<file path="src/rtl/calc_pkg.sv">
// Shared calculator definitions: opcodes, controller state encoding and the
// single-cycle ALU used by the controller.
package calc_pkg;

  localparam int RES_W     = 24;
  localparam int OPND_W    = 8;
  localparam int OPC_W     = 3;
  localparam int NUM_KEYS  = 3;
  localparam int MUL_STEPS = 8;

  localparam logic [OPC_W-1:0] OP_CLR  = 3'b000;
  localparam logic [OPC_W-1:0] OP_ADD  = 3'b001;
  localparam logic [OPC_W-1:0] OP_SUB  = 3'b010;
  localparam logic [OPC_W-1:0] OP_MUL  = 3'b011;
  localparam logic [OPC_W-1:0] OP_AND  = 3'b100;
  localparam logic [OPC_W-1:0] OP_OR   = 3'b101;
  localparam logic [OPC_W-1:0] OP_XOR  = 3'b110;
  localparam logic [OPC_W-1:0] OP_LOAD = 3'b111;

  // Button indices within KEY_n.
  localparam int KEY_LD_OPND = 0;
  localparam int KEY_LD_OPC  = 1;
  localparam int KEY_EXEC    = 2;

  typedef enum logic [1:0] {
    ST_IDLE = 2'd0,
    ST_EXEC = 2'd1,
    ST_MUL  = 2'd2,
    ST_DONE = 2'd3
  } calc_state_t;

  // Single-cycle opcodes; MUL is sequenced by the controller and leaves acc as is.
  function automatic logic [RES_W-1:0] alu_op(input logic [OPC_W-1:0]  opc,
                                               input logic [RES_W-1:0]  acc,
                                               input logic [OPND_W-1:0] opnd);
    logic [RES_W-1:0] ext;
    ext = {{(RES_W-OPND_W){1'b0}}, opnd};
    case (opc)
      OP_CLR:  alu_op = '0;
      OP_ADD:  alu_op = acc + ext;
      OP_SUB:  alu_op = acc - ext;
      OP_AND:  alu_op = acc & ext;
      OP_OR:   alu_op = acc | ext;
      OP_XOR:  alu_op = acc ^ ext;
      OP_LOAD: alu_op = ext;
      default: alu_op = acc;
    endcase
  endfunction

endpackage

</file>
<file path="src/rtl/calc_control_if.sv">
// Switch/button inputs and operand/opcode/result outputs of the calculator
// controller; the controller uses the slave view.
interface calc_control_if;
  import calc_pkg::*;

  logic [OPND_W-1:0]   SW;
  logic [NUM_KEYS-1:0] KEY_n;
  logic [OPND_W-1:0]   OpReg;
  logic                ShowOpReg;
  logic [OPC_W-1:0]    OpCode;
  logic                ShowOpCode;
  logic [RES_W-1:0]    OpResult;
  logic                busy;

  modport master (
    output SW, KEY_n,
    input  OpReg, ShowOpReg, OpCode, ShowOpCode, OpResult, busy
  );

  modport slave (
    input  SW, KEY_n,
    output OpReg, ShowOpReg, OpCode, ShowOpCode, OpResult, busy
  );

endinterface

</file>
<file path="src/rtl/button_debounce.sv">
// One raw active-low button: 2-flop synchronizer, tick-counted debouncer and
// a one-cycle pulse on the released-to-pressed transition of the debounced level.
module button_debounce #(
  parameter int DEBOUNCE_MS = 20
) (
  input  logic clk,
  input  logic reset,
  input  logic tick,
  input  logic key_n,
  output logic press_evt
);

  localparam int CNT_W = (DEBOUNCE_MS > 1) ? $clog2(DEBOUNCE_MS) : 1;
  localparam logic [CNT_W-1:0] CNT_LAST = CNT_W'(DEBOUNCE_MS - 1);

  logic             sync1_q, sync1_d;
  logic             sync2_q, sync2_d;
  logic             lvl_q, lvl_d;
  logic [CNT_W-1:0] cnt_q, cnt_d;
  logic             evt_q, evt_d;
  logic             raw_pressed;

  always_comb begin
    sync1_d     = key_n;
    sync2_d     = sync1_q;
    raw_pressed = ~sync2_q;
    lvl_d       = lvl_q;
    cnt_d       = cnt_q;
    // Any tick-free cycle holds the count; agreement with the level restarts it.
    if (raw_pressed == lvl_q) begin
      cnt_d = '0;
    end else if (tick) begin
      if (cnt_q == CNT_LAST) begin
        lvl_d = raw_pressed;
        cnt_d = '0;
      end else begin
        cnt_d = cnt_q + CNT_W'(1);
      end
    end
    evt_d = lvl_d & ~lvl_q;
  end

  always_ff @(posedge clk) begin
    if (reset) begin
      sync1_q <= 1'b1;
      sync2_q <= 1'b1;
      lvl_q   <= 1'b0;
      cnt_q   <= '0;
      evt_q   <= 1'b0;
    end else begin
      sync1_q <= sync1_d;
      sync2_q <= sync2_d;
      lvl_q   <= lvl_d;
      cnt_q   <= cnt_d;
      evt_q   <= evt_d;
    end
  end

  assign press_evt = evt_q;

endmodule

</file>
<file path="src/rtl/calc_control.sv">
// Calculator controller: debounced operand/opcode loads and an execute FSM
// with a single-cycle ALU path and an 8-cycle shift-add multiplier.
module calc_control
  import calc_pkg::*;
#(
  parameter int DEBOUNCE_MS = 20
) (
  input  logic           clk,
  input  logic           reset,
  input  logic           oneMsPulse,
  calc_control_if.slave  io
);

  logic [NUM_KEYS-1:0] press_evt;

  for (genvar k = 0; k < NUM_KEYS; k++) begin : g_key
    button_debounce #(
      .DEBOUNCE_MS (DEBOUNCE_MS)
    ) u_debounce (
      .clk       (clk),
      .reset     (reset),
      .tick      (oneMsPulse),
      .key_n     (io.KEY_n[k]),
      .press_evt (press_evt[k])
    );
  end

  calc_state_t       state_q, state_d;
  logic [OPND_W-1:0] op_reg_q, op_reg_d;
  logic [OPC_W-1:0]  op_code_q, op_code_d;
  logic              show_op_reg_q, show_op_reg_d;
  logic              show_op_code_q, show_op_code_d;
  logic [RES_W-1:0]  result_q, result_d;
  logic [RES_W-1:0]  acc_q, acc_d;
  logic [RES_W-1:0]  mcand_q, mcand_d;
  logic [OPND_W-1:0] mplier_q, mplier_d;
  logic [2:0]        step_q, step_d;
  logic [RES_W-1:0]  mul_sum;
  logic              busy;

  // The execute press cycle already counts as busy, so a load arriving with it is dropped.
  assign busy    = (state_q != ST_IDLE) || press_evt[KEY_EXEC];
  assign mul_sum = acc_q + (mplier_q[0] ? mcand_q : '0);

  always_comb begin
    state_d        = state_q;
    op_reg_d       = op_reg_q;
    op_code_d      = op_code_q;
    show_op_reg_d  = 1'b0;
    show_op_code_d = 1'b0;
    result_d       = result_q;
    acc_d          = acc_q;
    mcand_d        = mcand_q;
    mplier_d       = mplier_q;
    step_d         = step_q;
    case (state_q)
      ST_IDLE: begin
        if (press_evt[KEY_EXEC]) begin
          if (op_code_q == OP_MUL) begin
            state_d  = ST_MUL;
            acc_d    = '0;
            mcand_d  = result_q;
            mplier_d = op_reg_q;
            step_d   = '0;
          end else begin
            state_d = ST_EXEC;
          end
        end else begin
          if (press_evt[KEY_LD_OPND]) begin
            op_reg_d      = io.SW;
            show_op_reg_d = 1'b1;
          end
          if (press_evt[KEY_LD_OPC]) begin
            op_code_d      = io.SW[OPC_W-1:0];
            show_op_code_d = 1'b1;
          end
        end
      end
      ST_EXEC: begin
        result_d = alu_op(op_code_q, result_q, op_reg_q);
        state_d  = ST_DONE;
      end
      ST_MUL: begin
        // Partial products stay in acc_q; OpResult only sees the final sum.
        acc_d    = mul_sum;
        mcand_d  = mcand_q << 1;
        mplier_d = mplier_q >> 1;
        step_d   = step_q + 3'd1;
        if (step_q == 3'(MUL_STEPS - 1)) begin
          result_d = mul_sum;
          state_d  = ST_DONE;
        end
      end
      ST_DONE: begin
        state_d = ST_IDLE;
      end
      default: begin
        state_d = ST_IDLE;
      end
    endcase
  end

  always_ff @(posedge clk) begin
    if (reset) begin
      state_q        <= ST_IDLE;
      op_reg_q       <= '0;
      op_code_q      <= '0;
      show_op_reg_q  <= 1'b0;
      show_op_code_q <= 1'b0;
      result_q       <= '0;
    end else begin
      state_q        <= state_d;
      op_reg_q       <= op_reg_d;
      op_code_q      <= op_code_d;
      show_op_reg_q  <= show_op_reg_d;
      show_op_code_q <= show_op_code_d;
      result_q       <= result_d;
    end
  end

  // Multiplier working registers are always loaded on MUL entry.
  always_ff @(posedge clk) begin
    acc_q    <= acc_d;
    mcand_q  <= mcand_d;
    mplier_q <= mplier_d;
    step_q   <= step_d;
  end

  assign io.OpReg      = op_reg_q;
  assign io.ShowOpReg  = show_op_reg_q;
  assign io.OpCode     = op_code_q;
  assign io.ShowOpCode = show_op_code_q;
  assign io.OpResult   = result_q;
  assign io.busy       = busy;

endmodule

</file>
<file path="src/flat_wrapper.sv">
// flat-port wrapper written by rule: the top's interface ports become plain ports
module calc_control_flat import calc_pkg::*;
#(
  parameter int DEBOUNCE_MS = 20
)
  (clk, reset, oneMsPulse, io_SW, io_KEY_n, io_OpReg, io_ShowOpReg, io_OpCode, io_ShowOpCode, io_OpResult, io_busy);
  calc_control_if io_i ();
  input  logic clk;
  input  logic reset;
  input  logic oneMsPulse;
  input wire logic [$bits(io_i.SW)-1:0] io_SW;
  input wire logic [$bits(io_i.KEY_n)-1:0] io_KEY_n;
  output wire logic [$bits(io_i.OpReg)-1:0] io_OpReg;
  output wire logic [$bits(io_i.ShowOpReg)-1:0] io_ShowOpReg;
  output wire logic [$bits(io_i.OpCode)-1:0] io_OpCode;
  output wire logic [$bits(io_i.ShowOpCode)-1:0] io_ShowOpCode;
  output wire logic [$bits(io_i.OpResult)-1:0] io_OpResult;
  output wire logic [$bits(io_i.busy)-1:0] io_busy;
  assign io_i.SW = io_SW;
  assign io_i.KEY_n = io_KEY_n;
  assign io_OpReg = io_i.OpReg;
  assign io_ShowOpReg = io_i.ShowOpReg;
  assign io_OpCode = io_i.OpCode;
  assign io_ShowOpCode = io_i.ShowOpCode;
  assign io_OpResult = io_i.OpResult;
  assign io_busy = io_i.busy;
  calc_control #(.DEBOUNCE_MS(DEBOUNCE_MS)) u_core (.clk(clk), .reset(reset), .oneMsPulse(oneMsPulse), .io(io_i));
endmodule
</file>
<file path="config.mk">
export PLATFORM = sky130hd
export DESIGN_NAME = calc_control_flat
export DESIGN_NICKNAME = d
export VERILOG_FILES = /design/src/rtl/calc_pkg.sv /design/src/rtl/calc_control_if.sv /design/src/rtl/button_debounce.sv /design/src/rtl/calc_control.sv /design/src/flat_wrapper.sv
export SDC_FILE = /design/constraint.sdc
export NUM_CORES = 1
export LEC_CHECK = 0
export CAP_MARGIN = 10
export CORE_UTILIZATION = 49
export DETAILED_ROUTE_END_ITERATION = 12
export DONT_BUFFER_PORTS = 1
export GPL_TIMING_DRIVEN = 0
export PLACE_DENSITY = 0.7
export SKIP_CTS_REPAIR_TIMING = 1
export SYNTH_ARGS = -nofsm -noshare
export SYNTH_HDL_FRONTEND = slang
export SYNTH_HIERARCHICAL = 1
export SYNTH_SLANG_ARGS = --single-unit
export TNS_END_PERCENT = 100
</file>
<file path="constraint.sdc">
create_clock -name clk -period 5.32 [get_ports clk]
set_clock_uncertainty 0.15 [all_clocks]
set_input_delay 1.064 -clock clk [delete_from_list [all_inputs] [get_ports clk]]
set_output_delay 1.064 -clock clk [all_outputs]
set_load 0.03 [all_outputs]
</file>
Word level (Yosys, flattened, before mapping)
Index checks and enable logic that the tools add are counted.
- register bits after elaboration: 125
- output and inout port bits: 38
- add/sub/neg operators: 7
- equality and inequality tests: 21
- mux-type cells: 34
- bitwise operators: 14
- reductions and logical operators: 15
- operators with widths (cell ; count):
    $pmux 24 s7 ; 1
    $mux 24 ; 6
    $pmux 24 s2 ; 3
    $add 24x24->24 ; 1
    $add 24x8->24 ; 1
    $and 24x8->24 ; 1
    $or 24x8->24 ; 1
    $sub 24x8->24 ; 1
    $xor 24x8->24 ; 1
    $mux 8 ; 2
    $pmux 8 s2 ; 1
    $add 5x1->5 const B ; 3
    $eq 3x3->1 const B ; 5
    $eq 5x5->1 const B ; 3
    $mux 5 ; 3
    $reduce_and 3->1 ; 4
    $mux 1 ; 11
    $ne 8x1->1 const B ; 1
    $not 1->1 ; 8
    $pmux 2 s4 ; 1
    $eq 3x2->1 const B ; 2
    $mux 2 ; 3
    $mux 3 ; 2
    $pmux 3 s2 ; 1
    other kinds (15) ; 25

Logic depth before layout (Yosys ltp)
Gate-level depths: netlist of run 1.
- depth after elaboration: 5
- mapped depth: 16
- gate-level depth less buffers: 15

By module
Netlist of run 1, hierarchy kept.
- modules (own cells, without submodules) (module ; instances ; cells an instance ; area each (um^2) ; seq. area each (um^2)):
    calc_control ; 1 ; 785 ; 7154.4 ; 2552.4
    button_debounce ; 3 ; 41 ; 414.1 ; 180.2

Least setup slack after synthesis of run 1
OpenSTA, ideal clock, no wires.
- path type: flip-flop to flip-flop
- start: register u_core.state_q[0]
- end: register u_core.acc_q[0], enable pin
- library setup time: 0.495 ns
- data arrival time: 4.306 ns
- required time: 4.675 ns
- setup slack: 0.369 ns
- cell stages (with the launch flop): 8
- path buffers: 3
- cell sequence: dfxtp_1 inv_1 ha_1 clkbuf_1 buf_1 clkbuf_1 nand2_1 a21oi_1
- word-level cells in the longest chain between the ends: 3
- ends and longest elaborated chain (element ; line ; RTL):
    from (decl) ; calc_control.sv:28 ; calc_state_t state_q, state_d;
    from (signal assigned) ; calc_control.sv:112 ; state_q <= state_d;
    $logic_not 2->1 or $eq 2x2->1 (tied branches) ; calc_control.sv:56 ; case (state_q)
    $ne 2x1->1 (no source line), or another cell as far along ; n/a ;
    $reduce_and 3->1 (no source line) (*) ; n/a ;
    to (signal assigned) ; calc_control.sv:123 ; acc_q <= acc_d;
    to (decl) ; calc_control.sv:34 ; logic [RES_W-1:0] acc_q, acc_d;
Mark *: on every way between the ends. The rest lies on a longest branch, timed or not.
A chain may end at the register's enable or synchronous reset.

Worst setup path in the final report of run 1
- start: register u_core.op_code_q[2] (netlist: u_core/io.OpCode[2])
- end: register u_core.result_q[15] (netlist: u_core/io.OpResult[15])
- word-level cells in the longest chain between the ends: 3
- ends and longest elaborated chain (element ; line ; RTL):
    from (decl) ; calc_control.sv:30 ; logic [OPC_W-1:0] op_code_q, op_code_d;
    from (signal assigned) ; calc_control.sv:114 ; op_code_q <= op_code_d;
    $eq 3x3->1, or another cell as far along ; calc_pkg.sv:38 ; case (opc)
    $pmux 24 s7 or $ne 8x1->1 (tied branches) ; n/a ;
    $pmux 24 s2 or $reduce_and 3->1 (tied branches) ; n/a ;
    to (signal assigned) ; calc_control.sv:117 ; result_q <= result_d;
    to (decl) ; calc_control.sv:33 ; logic [RES_W-1:0] result_q, result_d;
Parallel ways exist; a longest one is shown, timed or not.

==> results.sh, run 1 <==
export IMPL_yosys_area_top_type="edfxtp_1"
export IMPL_slew_headroom_pct=39.5
export IMPL_yosys_most_used_dff="dfxtp_1"
export IMPL_die_x_um=133
export IMPL_antenna_cells=0
export IMPL_track_usage_pct=25.0
export IMPL_postRouteAntennaNets=0
export IMPL_remaining_drc_errors=0
export IMPL_first_global_vias=6656
export IMPL_fp_row_count=47
export IMPL_final_layout_size_suffix_gt1_share_pct=8.71
export IMPL_required_ns=5.48
export IMPL_p_leak_nw=3.73
export IMPL_cts_root_buf="clkbuf_16"
export IMPL_reg2reg_to="u_core/io.OpResult[15]"
export IMPL_cp_max_fo=10
export IMPL_timing_rr_start="u_core/io.OpCode[2]"
export IMPL_hold_start="u_core/g_key[1].u_debounce/sync1_q"
export IMPL_gp_congestion=0.942
export IMPL_synthSimpleGateAreaFrac_pct=19.8
export IMPL_ys_warn_count=6
export IMPL_synth_edf_count=59
export IMPL_seq_area_mm2=0.00309
export IMPL_critical_path_class="register to register"
export IMPL_hold_path_end="u_core/g_key[1].u_debounce/sync2_q"
export IMPL_critPathLaunchType="register"
export IMPL_synthTopCellsByCount="nor2_1, ha_1, dfxtp_1, nand2_1, a21oi_1"
export IMPL_seq_power_share_pct=32.0
export IMPL_cp_data_arrival_time_ns=4.79
export IMPL_hold_violations=0
export IMPL_wl_met1_um=9450
export IMPL_syn_area_mm2=0.00840
export IMPL_p_sw_mw=1.55
export IMPL_route_met2_wl_um=9760
export IMPL_clock_latency_ns=0.43
export IMPL_stdcell_count=1161
export IMPL_layout_nets=1020
export IMPL_slew_violations=0
export IMPL_critical_path_endpoint_type="register"
export IMPL_fin_crit_ns=4.63
export IMPL_htree_levels=4
export IMPL_synth_top_family_by_area="simple AND/OR/NAND/NOR gates"
export IMPL_final_area_mm2=0.00937
export IMPL_yosysMostFrequentCell="nor2_1"
export IMPL_ys_seq_area_share_pct=36.8
export IMPL_rrSetupSlack_ns=0.69
export IMPL_max_freq_mhz=216
export IMPL_comb_power_share_pct=37.9
export IMPL_die_area_mm2=0.0177
export IMPL_initial_core_util_pct=50.5
export IMPL_clock_sinks=125
export IMPL_dpl_worst_slack_ns=0.773
export IMPL_io_pin_count=52
export IMPL_yosys_area_share_adder_pct=11.7
export IMPL_area_delta_synth_final_pct=11.6
export IMPL_clkPwrFrac_pct=30.1
export IMPL_hold_ws_ns=0.257
export IMPL_dp_cells=1130
export IMPL_met3WireLength_um=1590
export IMPL_rsz0062_at_grt="no"
export IMPL_highest_layer="met4"
export IMPL_syn_avg_cell_area_um2=9.25
export IMPL_hold_depth=1
export IMPL_wl_per_cell_um=18.4
export IMPL_yosys_top_cells_area="edfxtp_1, dfxtp_1, ha_1"
export IMPL_setup_viol=0
export IMPL_dpl_cell_area_mm2=0.00872
export IMPL_die_height_um=133
export IMPL_cts_tree="done"
export IMPL_vias_per_cell=5.99
export IMPL_core_area_mm2=0.0166
export IMPL_synth_top_area_share_pct=21.1
export IMPL_ir_drop_mv=0.316
export IMPL_clk_pin_slew_ns=0.06
export IMPL_setup_ws_ns=0.686
export IMPL_grt_overflow=0
export IMPL_r2r_cells=15
export IMPL_power_internal_mw=2.53
export IMPL_portBuffers=0
export IMPL_dpl_hpwl_um=15700
export IMPL_cts_buffers=17
export IMPL_grt_pass1_wl_um=34300
export IMPL_synthArstFlopShare_pct=0
export IMPL_synth_nets=999
export IMPL_synth_compound_area_share_pct=18.5
export IMPL_vias=6954
export IMPL_synth_area_mux_share_pct=5.57
export IMPL_drt_pass1_iter_count=5
export IMPL_maxCapViolations=0
export IMPL_utilization_pct=56.3
export IMPL_cts_max_path_buffers=2
export IMPL_period_share_pct=87.1
export IMPL_routed_wl_um=21400
export IMPL_synth_seq_cells=125
export IMPL_synth_cell_types=73
export IMPL_antenna_found_initial=0
export IMPL_drtIter0Drc=508
export IMPL_outcome="completed"
export IMPL_hp_class="register to register"
export IMPL_swShare_pct=37.9
export IMPL_fillers=1465
export IMPL_grt_max_degree=30
export IMPL_p_per_area_mw_per_mm2=435
export IMPL_synth_xor_area_share_pct=3.65
export IMPL_worst_slew_pin_slew_ns=0.897
export IMPL_multi_input_area_mm2=0.00498
export IMPL_synth_cells=908
cell usage in the layout (no fill, tap or decap), drive strengths merged, types with 4 or more instances in the layout:
cell type / n
nor2: 84
ha: 75
dfxtp: 66
nand2: 65
a21oi: 63
o21ai: 61
edfxtp: 59
clkbuf: 55
inv: 48
and2: 36
nor3: 21
a211oi: 21
xnor2: 20
nand3: 20
nand2b: 17
nor2b: 17
mux2: 16
a21o: 16
xor2: 15
mux2i: 13
o21a: 13
or2: 11
buf: 9
mux4: 7
o31a: 7
o21bai: 7
nand3b: 7
or3: 7
o31ai: 5
a221oi: 5
nand4b: 5
o311ai: 5
a31oi: 4
a2111oi: 4
and3: 4
nor4b: 4
power groups by stage:
| stage | clock (mW) | sequential, mW | combinational [mW] |
|---|---|---|---|
| after floorplan | 0 | 1.29 | 1.18 |
| after global placement | 0 | 1.33 | 1.46 |
| after detailed placement | 0 | 1.33 | 1.49 |
| after CTS | 1.24 | 1.31 | 1.52 |
| after global routing | 1.28 | 1.32 | 1.69 |
| final | 1.23 | 1.31 | 1.55 |
flip-flops by register name (all words and copies together) (netlist names), 2 cells and up:
| register | count |
|---|---|
| u_core/acc_q | 24 |
| u_core/step_q | 3 |
| u_core/state_q | 2 |
| u_core/g_key.u_debounce/press_evt | 3 |
| u_core/io.OpResult | 24 |
| u_core/g_key.u_debounce/sync1_q | 3 |
| u_core/mcand_q | 24 |
| u_core/io.OpReg | 8 |
| u_core/g_key.u_debounce/cnt_q | 15 |
| u_core/mplier_q | 8 |
| u_core/io.OpCode | 3 |
| u_core/g_key.u_debounce/sync2_q | 3 |
| u_core/g_key.u_debounce/lvl_q | 3 |
worst max path at each step:
stage	slack (ns)	endpoint	from
final	0.69	u_core/io.OpResult[15]	u_core/io.OpCode[2]
after global routing	0.47	u_core/io.OpResult[19]	u_core/io.OpCode[2]
after global placement	-2.04	u_core/mcand_q[9]	u_core/state_q[0]
after CTS	0.75	u_core/io.OpResult[15]	u_core/io.OpCode[2]
after floorplan	0.37	u_core/acc_q[0]	u_core/state_q[0]
after detailed placement	0.77	u_core/io.OpResult[15]	u_core/io.OpCode[2]
worst max-delay path, stage by stage (launching register included):
cell,delay [ns]
dfxtp_1,0.67
clkbuf_1,0.42
or2_2,0.22
clkbuf_1,0.35
nand2_1,0.09
o21ai_0,0.16
inv_1,0.08
ha_1,0.27
nor2b_1,0.14
o31a_1,0.30
o41a_1,0.49
a211oi_1,0.45
nor2b_1,0.09
o21ai_0,0.22
a211oi_1,0.13
o31a_1,0.26
area by class of cell:
| class | instances | share of cell area [%] |
|---|---|---|
| Multi-Input combinational cell | 701 | 53.2 |
| Buffer | 35 | 1.66 |
| Tap cell | 220 | 2.94 |
| Inverter | 47 | 1.88 |
| Clock inverter | 4 | 0.321 |
| Timing Repair Buffer | 2 | 0.427 |
| Clock buffer | 27 | 6.56 |
| Sequential cell | 125 | 33.0 |
per-layer routing:
layer / vias up / GRT usage (%)
met5: - / 0
met3: 40 / 5.33
met1: 3314 / 32.7
met2: 224 / 40.1
met4: 0 / 10.2
li1: 3376 / -
kinds of logic after synthesis:
group                    count (synthesis)
XOR/XNOR                                35
AND/OR/NAND/NOR                        315
buffers and inverters                   82
AO/OA/AOI/OAI                          238
adder cells (fa/ha/maj)                 77
multiplexers                            36
flip-flops                             125
metrics by stage:
stage	TNS, ns	total power, mW
floorplan	0	2.47
global placement	-119.85	2.79
detailed placement	0	2.82
CTS	0	4.07
global route	0	4.29
finish	0	4.08
(Power assumes the default switching activity.)
==> run 2, diff against run 1 <==
--- a/config.mk
+++ b/config.mk
@@ -5,13 +5,15 @@
 export SDC_FILE = /design/constraint.sdc
 export NUM_CORES = 1
 export LEC_CHECK = 0
-export CAP_MARGIN = 10
+export CAP_MARGIN = 20
 export CORE_UTILIZATION = 49
 export DETAILED_ROUTE_END_ITERATION = 12
 export DONT_BUFFER_PORTS = 1
 export GPL_TIMING_DRIVEN = 0
 export PLACE_DENSITY = 0.7
+export SETUP_SLACK_MARGIN = 0.3
 export SKIP_CTS_REPAIR_TIMING = 1
+export SLEW_MARGIN = 20
 export SYNTH_ARGS = -nofsm -noshare
 export SYNTH_HDL_FRONTEND = slang
 export SYNTH_HIERARCHICAL = 1
==> results.sh, run 2 (synthesis gave the netlist of run 1 again) <==
export IMPL_gp_congestion=0.942
export IMPL_wl_per_cell_um=18.3
export IMPL_grt_max_degree=22
export IMPL_htree_levels=4
export IMPL_mostFrequentLayoutCell="nor2_1"
export IMPL_first_global_vias=6654
export IMPL_clk_pin_slew_ns=0.06
export IMPL_critical_path_class="register to register"
export IMPL_max_freq_mhz=215
export IMPL_fp_row_count=47
export IMPL_initial_core_util_pct=50.5
export IMPL_antenna_cells=0
export IMPL_die_height_um=133
export IMPL_hold_ws_ns=0.257
export IMPL_required_ns=5.47
export IMPL_p_leak_nw=3.70
export IMPL_portBuffers=0
export IMPL_final_layout_size_suffix_gt1_share_pct=8.80
export IMPL_hold_violations=0
export IMPL_slew_violations=0
export IMPL_critical_path_endpoint_type="register"
export IMPL_ir_drop_mv=0.306
export IMPL_maxCapViolations=0
export IMPL_routed_wl_um=21300
export IMPL_fin_tns_setup_ns=0
export IMPL_vias_per_cell=5.98
export IMPL_period_share_pct=87.2
export IMPL_p_total_mw=3.91
export IMPL_cp_data_arrival_time_ns=4.79
export IMPL_cts_root_buf="clkbuf_16"
export IMPL_track_usage_pct=25.0
export IMPL_cts_tree="done"
export IMPL_fillers=1466
export IMPL_grt_pass1_wl_um=34400
export IMPL_hold_start="u_core/g_key[1].u_debounce/sync1_q"
export IMPL_outcome="completed"
export IMPL_cts_buffers=17
export IMPL_dpl_hpwl_um=15800
export IMPL_drt_pass1_iter_count=5
export IMPL_cp_max_fo=10
export IMPL_timing_rr_start="u_core/io.OpCode[2]"
export IMPL_clock_latency_ns=0.42
export IMPL_critPathLaunch="u_core/io.OpCode[2]"
export IMPL_vias=6959
export IMPL_worst_slew_pin_slew_ns=0.851
export IMPL_io_pin_count=52
export IMPL_critPathLaunchType="register"
export IMPL_layout_nets=1021
export IMPL_grt_overflow=0
export IMPL_seq_area_mm2=0.00309
export IMPL_fin_crit_ns=4.64
export IMPL_setup_viol=0
export IMPL_cts_max_path_buffers=2
export IMPL_die_x_um=133
export IMPL_multi_input_area_mm2=0.00498
export IMPL_critical_path_max_stage_delay_ns=0.66
export IMPL_die_area_mm2=0.0177
export IMPL_layout_common_cells="nor2_1, ha_1, dfxtp_1"
export IMPL_utilization_pct=55.8
export IMPL_slew_headroom_pct=42.7
export IMPL_rsz0062_at_grt="no"
export IMPL_p_per_area_mw_per_mm2=421
export IMPL_core_area_mm2=0.0166
export IMPL_antenna_found_initial=0
export IMPL_hp_class="register to register"
export IMPL_drtIter0Drc=579
export IMPL_clock_sinks=125
export IMPL_path_cells="clkbuf_1, or2_2, clkbuf_1, nand2_1, o21ai_0, inv_1, ha_1, nor2b_1, o31a_1, o41a_1, a211oi_1, nor2b_1, o21ai_0, a211oi_1, o31a_1"
export IMPL_remaining_drc_errors=0
export IMPL_area_delta_synth_final_pct=10.7
export IMPL_cpMaxStageDelayCell="dfxtp_1"
export IMPL_postRouteAntennaNets=0
## run 2: layer usage
layer | track usage, % | wire, um | vias up
met3 | 6.21 | 1680 | 42
met4 | 10.8 | 586 | 0
li1 | - | - | 3369
met5 | 0 | 0 | -
met2 | 39.2 | 9690 | 253
met1 | 32.7 | 9310 | 3295
## run 2: critical path: cells and delay by family, from the launching register on
kind                       cells  cell delay (ns)
AOI/OAI and AO/OA              7             2.03
and+or+nand+nor                4             0.56
DFF                            1             0.66
buffers and inverters          3             0.86
adders and majority gates      1             0.27
## run 2: worst paths after layout
path                                   endpoint  slack (ns)  cells after the start
max                      u_core/io.OpResult[15]        0.68                     15
min          u_core/g_key[1].u_debounce/sync2_q        0.26                      1
max reg2reg              u_core/io.OpResult[15]        0.68                     15
min reg2reg  u_core/g_key[1].u_debounce/sync2_q        0.26                      1
## run 2: layout make-up
| cell class | instances | area share (%) |
|---|---|---|
| timing repair buffer | 3 | 0.754 |
| tap | 220 | 2.96 |
| inverter | 47 | 1.90 |
| buffer | 35 | 1.67 |
| clock inverter | 13 | 0.929 |
| sequential | 125 | 33.3 |
| clock buffer | 19 | 4.89 |
| multi-input combinational | 701 | 53.6 |
## run 2: report_power, final
| part | internal (mW) | switching, mW |
|---|---|---|
| Combinational | 0.627 | 0.915 |
| Sequential | 1.11 | 0.196 |
| Clock | 0.622 | 0.440 |
| Total | 2.36 | 1.55 |
## run 2: metrics by stage
step,worst slack [ns],instance area [um2],std cells
final,0.679,9290,1163
after global routing,0.479,9290,1163
after CTS,0.756,9290,1163
after detailed placement,0.786,8750,1131
after global placement,-2.04,8670,1128
after floorplan,0.369,8400,908
==> run 3, diff against run 2 <==
--- a/config.mk
+++ b/config.mk
@@ -6,6 +6,7 @@
 export NUM_CORES = 1
 export LEC_CHECK = 0
 export CAP_MARGIN = 20
+export CORE_MARGIN = 8
 export CORE_UTILIZATION = 49
 export DETAILED_ROUTE_END_ITERATION = 12
 export DONT_BUFFER_PORTS = 1
==> results.sh, run 3 (synthesis gave the netlist of run 1 again) <==
export IMPL_timing_rr_start="u_core/io.OpCode[2]"
export IMPL_dpl_hpwl_um=16000
export IMPL_postRouteAntennaNets=0
export IMPL_grt_overflow=0
export IMPL_routed_wl_um=21400
export IMPL_critPathLaunchType="register"
export IMPL_hold_violations=0
export IMPL_initial_core_util_pct=49.4
export IMPL_vias=6908
export IMPL_cts_buffers=17
export IMPL_gp_congestion=0.933
export IMPL_portBuffers=0
export IMPL_period_share_pct=85.7
export IMPL_p_total_mw=3.97
export IMPL_p_leak_nw=3.70
export IMPL_clk_pin_slew_ns=0.06
export IMPL_antenna_cells=0
export IMPL_grt_pass1_wl_um=34400
export IMPL_cp_max_fo=10
export IMPL_fin_tns_setup_ns=0
export IMPL_required_ns=5.44
export IMPL_antenna_found_initial=0
export IMPL_grtUsageMet2_pct=31.8
export IMPL_wl_per_cell_um=18.3
export IMPL_layout_common_cells="nor2_1, ha_1, dfxtp_1"
export IMPL_outcome="completed"
export IMPL_worst_slew_pin_slew_ns=0.887
export IMPL_use_met3_pct=4.95
export IMPL_r2r_cells=15
export IMPL_slew_headroom_pct=40.7
export IMPL_rrSetupSlack_ns=0.76
export IMPL_core_area_mm2=0.0170
export IMPL_cpMaxStageDelayCell="dfxtp_1"
export IMPL_htree_levels=4
export IMPL_rsz0062_at_grt="no"
export IMPL_cp_num_buf_inv=3
export IMPL_vias_per_cell=5.92
export IMPL_remaining_drc_errors=0
export IMPL_path_depth=15
export IMPL_drtIter0Drc=611
export IMPL_layout_nets=1020
export IMPL_track_usage_pct=20.0
export IMPL_maxCapViolations=0
export IMPL_critical_path_max_stage_delay_ns=0.66
export IMPL_critical_path_endpoint_type="register"
export IMPL_clock_sinks=125
export IMPL_die_area_mm2=0.0216
export IMPL_fin_crit_ns=4.56
export IMPL_critPathLaunch="u_core/io.OpCode[2]"
export IMPL_first_global_vias=6536
export IMPL_hp_class="register to register"
export IMPL_grt_max_degree=22
export IMPL_slew_violations=0
export IMPL_cts_tree="done"
export IMPL_io_pin_count=52
export IMPL_path_cells="clkbuf_1, or2_2, clkbuf_1, nand2_1, o21ai_0, inv_1, ha_1, nor2b_1, o31a_1, o41a_1, a211oi_2, o21bai_1, a31oi_1, mux2i_1, a211oi_2"
export IMPL_crit_path_end="u_core/io.OpResult[19]"
export IMPL_cts_max_path_buffers=2
export IMPL_drt_pass1_iter_count=5
export IMPL_clock_latency_ns=0.42
export IMPL_reg2reg_to="u_core/io.OpResult[19]"
export IMPL_ir_drop_mv=0.270
export IMPL_cts_root_buf="clkbuf_16"
export IMPL_mostFrequentLayoutCell="nor2_1"
export IMPL_p_per_area_mw_per_mm2=426
export IMPL_fp_row_count=48
export IMPL_area_delta_synth_final_pct=10.9
export IMPL_utilization_pct=54.8
export IMPL_die_x_um=147
export IMPL_cp_data_arrival_time_ns=4.68
export IMPL_critical_path_class="register to register"
export IMPL_die_height_um=147
export IMPL_setup_viol=0
export IMPL_top_usage_layer="met2"
export IMPL_crit_family="compound AO/OA/AOI/OAI gates"
export IMPL_max_freq_mhz=219
export IMPL_met1_usage_pct=25.7
export IMPL_hold_ws_ns=0.259
export IMPL_final_layout_size_suffix_gt1_share_pct=8.92
## run 3: how the worst min path moves through the flow
| stage | start | endpoint | slack (ns) | cells past startpoint |
|---|---|---|---|---|
| CTS | u_core/g_key[1].u_debounce/sync1_q | u_core/g_key[1].u_debounce/sync2_q | 0.26 | 1 |
| global placement | u_core/g_key[1].u_debounce/sync1_q | u_core/g_key[1].u_debounce/sync2_q | 0.24 | 1 |
| detailed placement | u_core/g_key[1].u_debounce/sync1_q | u_core/g_key[1].u_debounce/sync2_q | 0.25 | 1 |
| floorplan | u_core/g_key[0].u_debounce/sync1_q | u_core/g_key[0].u_debounce/sync2_q | 0.24 | 1 |
| global route | u_core/g_key[2].u_debounce/sync1_q | u_core/g_key[2].u_debounce/sync2_q | 0.27 | 1 |
| finish | u_core/g_key[1].u_debounce/sync1_q | u_core/g_key[1].u_debounce/sync2_q | 0.26 | 1 |
## run 3: per-stage QoR
stage,cell area [um2],cells,worst slack [ns]
6_report,9320,1167,0.760
5_1_grt,9320,1167,0.457
4_1_cts,9320,1167,0.778
3_5_place_dp,8740,1135,0.809
3_3_place_gp,8680,1133,-1.97
2_1_floorplan,8400,908,0.369
## run 3: report_power, final
| part | total, mW | leakage, nW | switching [mW] | internal, mW |
|---|---|---|---|---|
| clock network | 1.14 | 0.287 | 0.480 | 0.658 |
| registers | 1.31 | 1.08 | 0.195 | 1.11 |
| logic | 1.53 | 2.34 | 0.901 | 0.626 |
## run 3: layout make-up
cell class                      count  area (um2)
Multi-Input combinational cell    701        4980
Fill cell                        1553        7680
Clock buffer                       17         425
Timing Repair Buffer                2        55.1
Clock inverter                     15         145
Tap cell                          225         282
Sequential cell                   125        3090
Buffer                             35         155
Inverter                           47         176
## run 3: routing by layer
layer / up-vias / routed length [um]
met5: - / 0
met4: 0 / 503
met3: 36 / 1250
met2: 183 / 9980
met1: 3318 / 9680
li1: 3371 / -
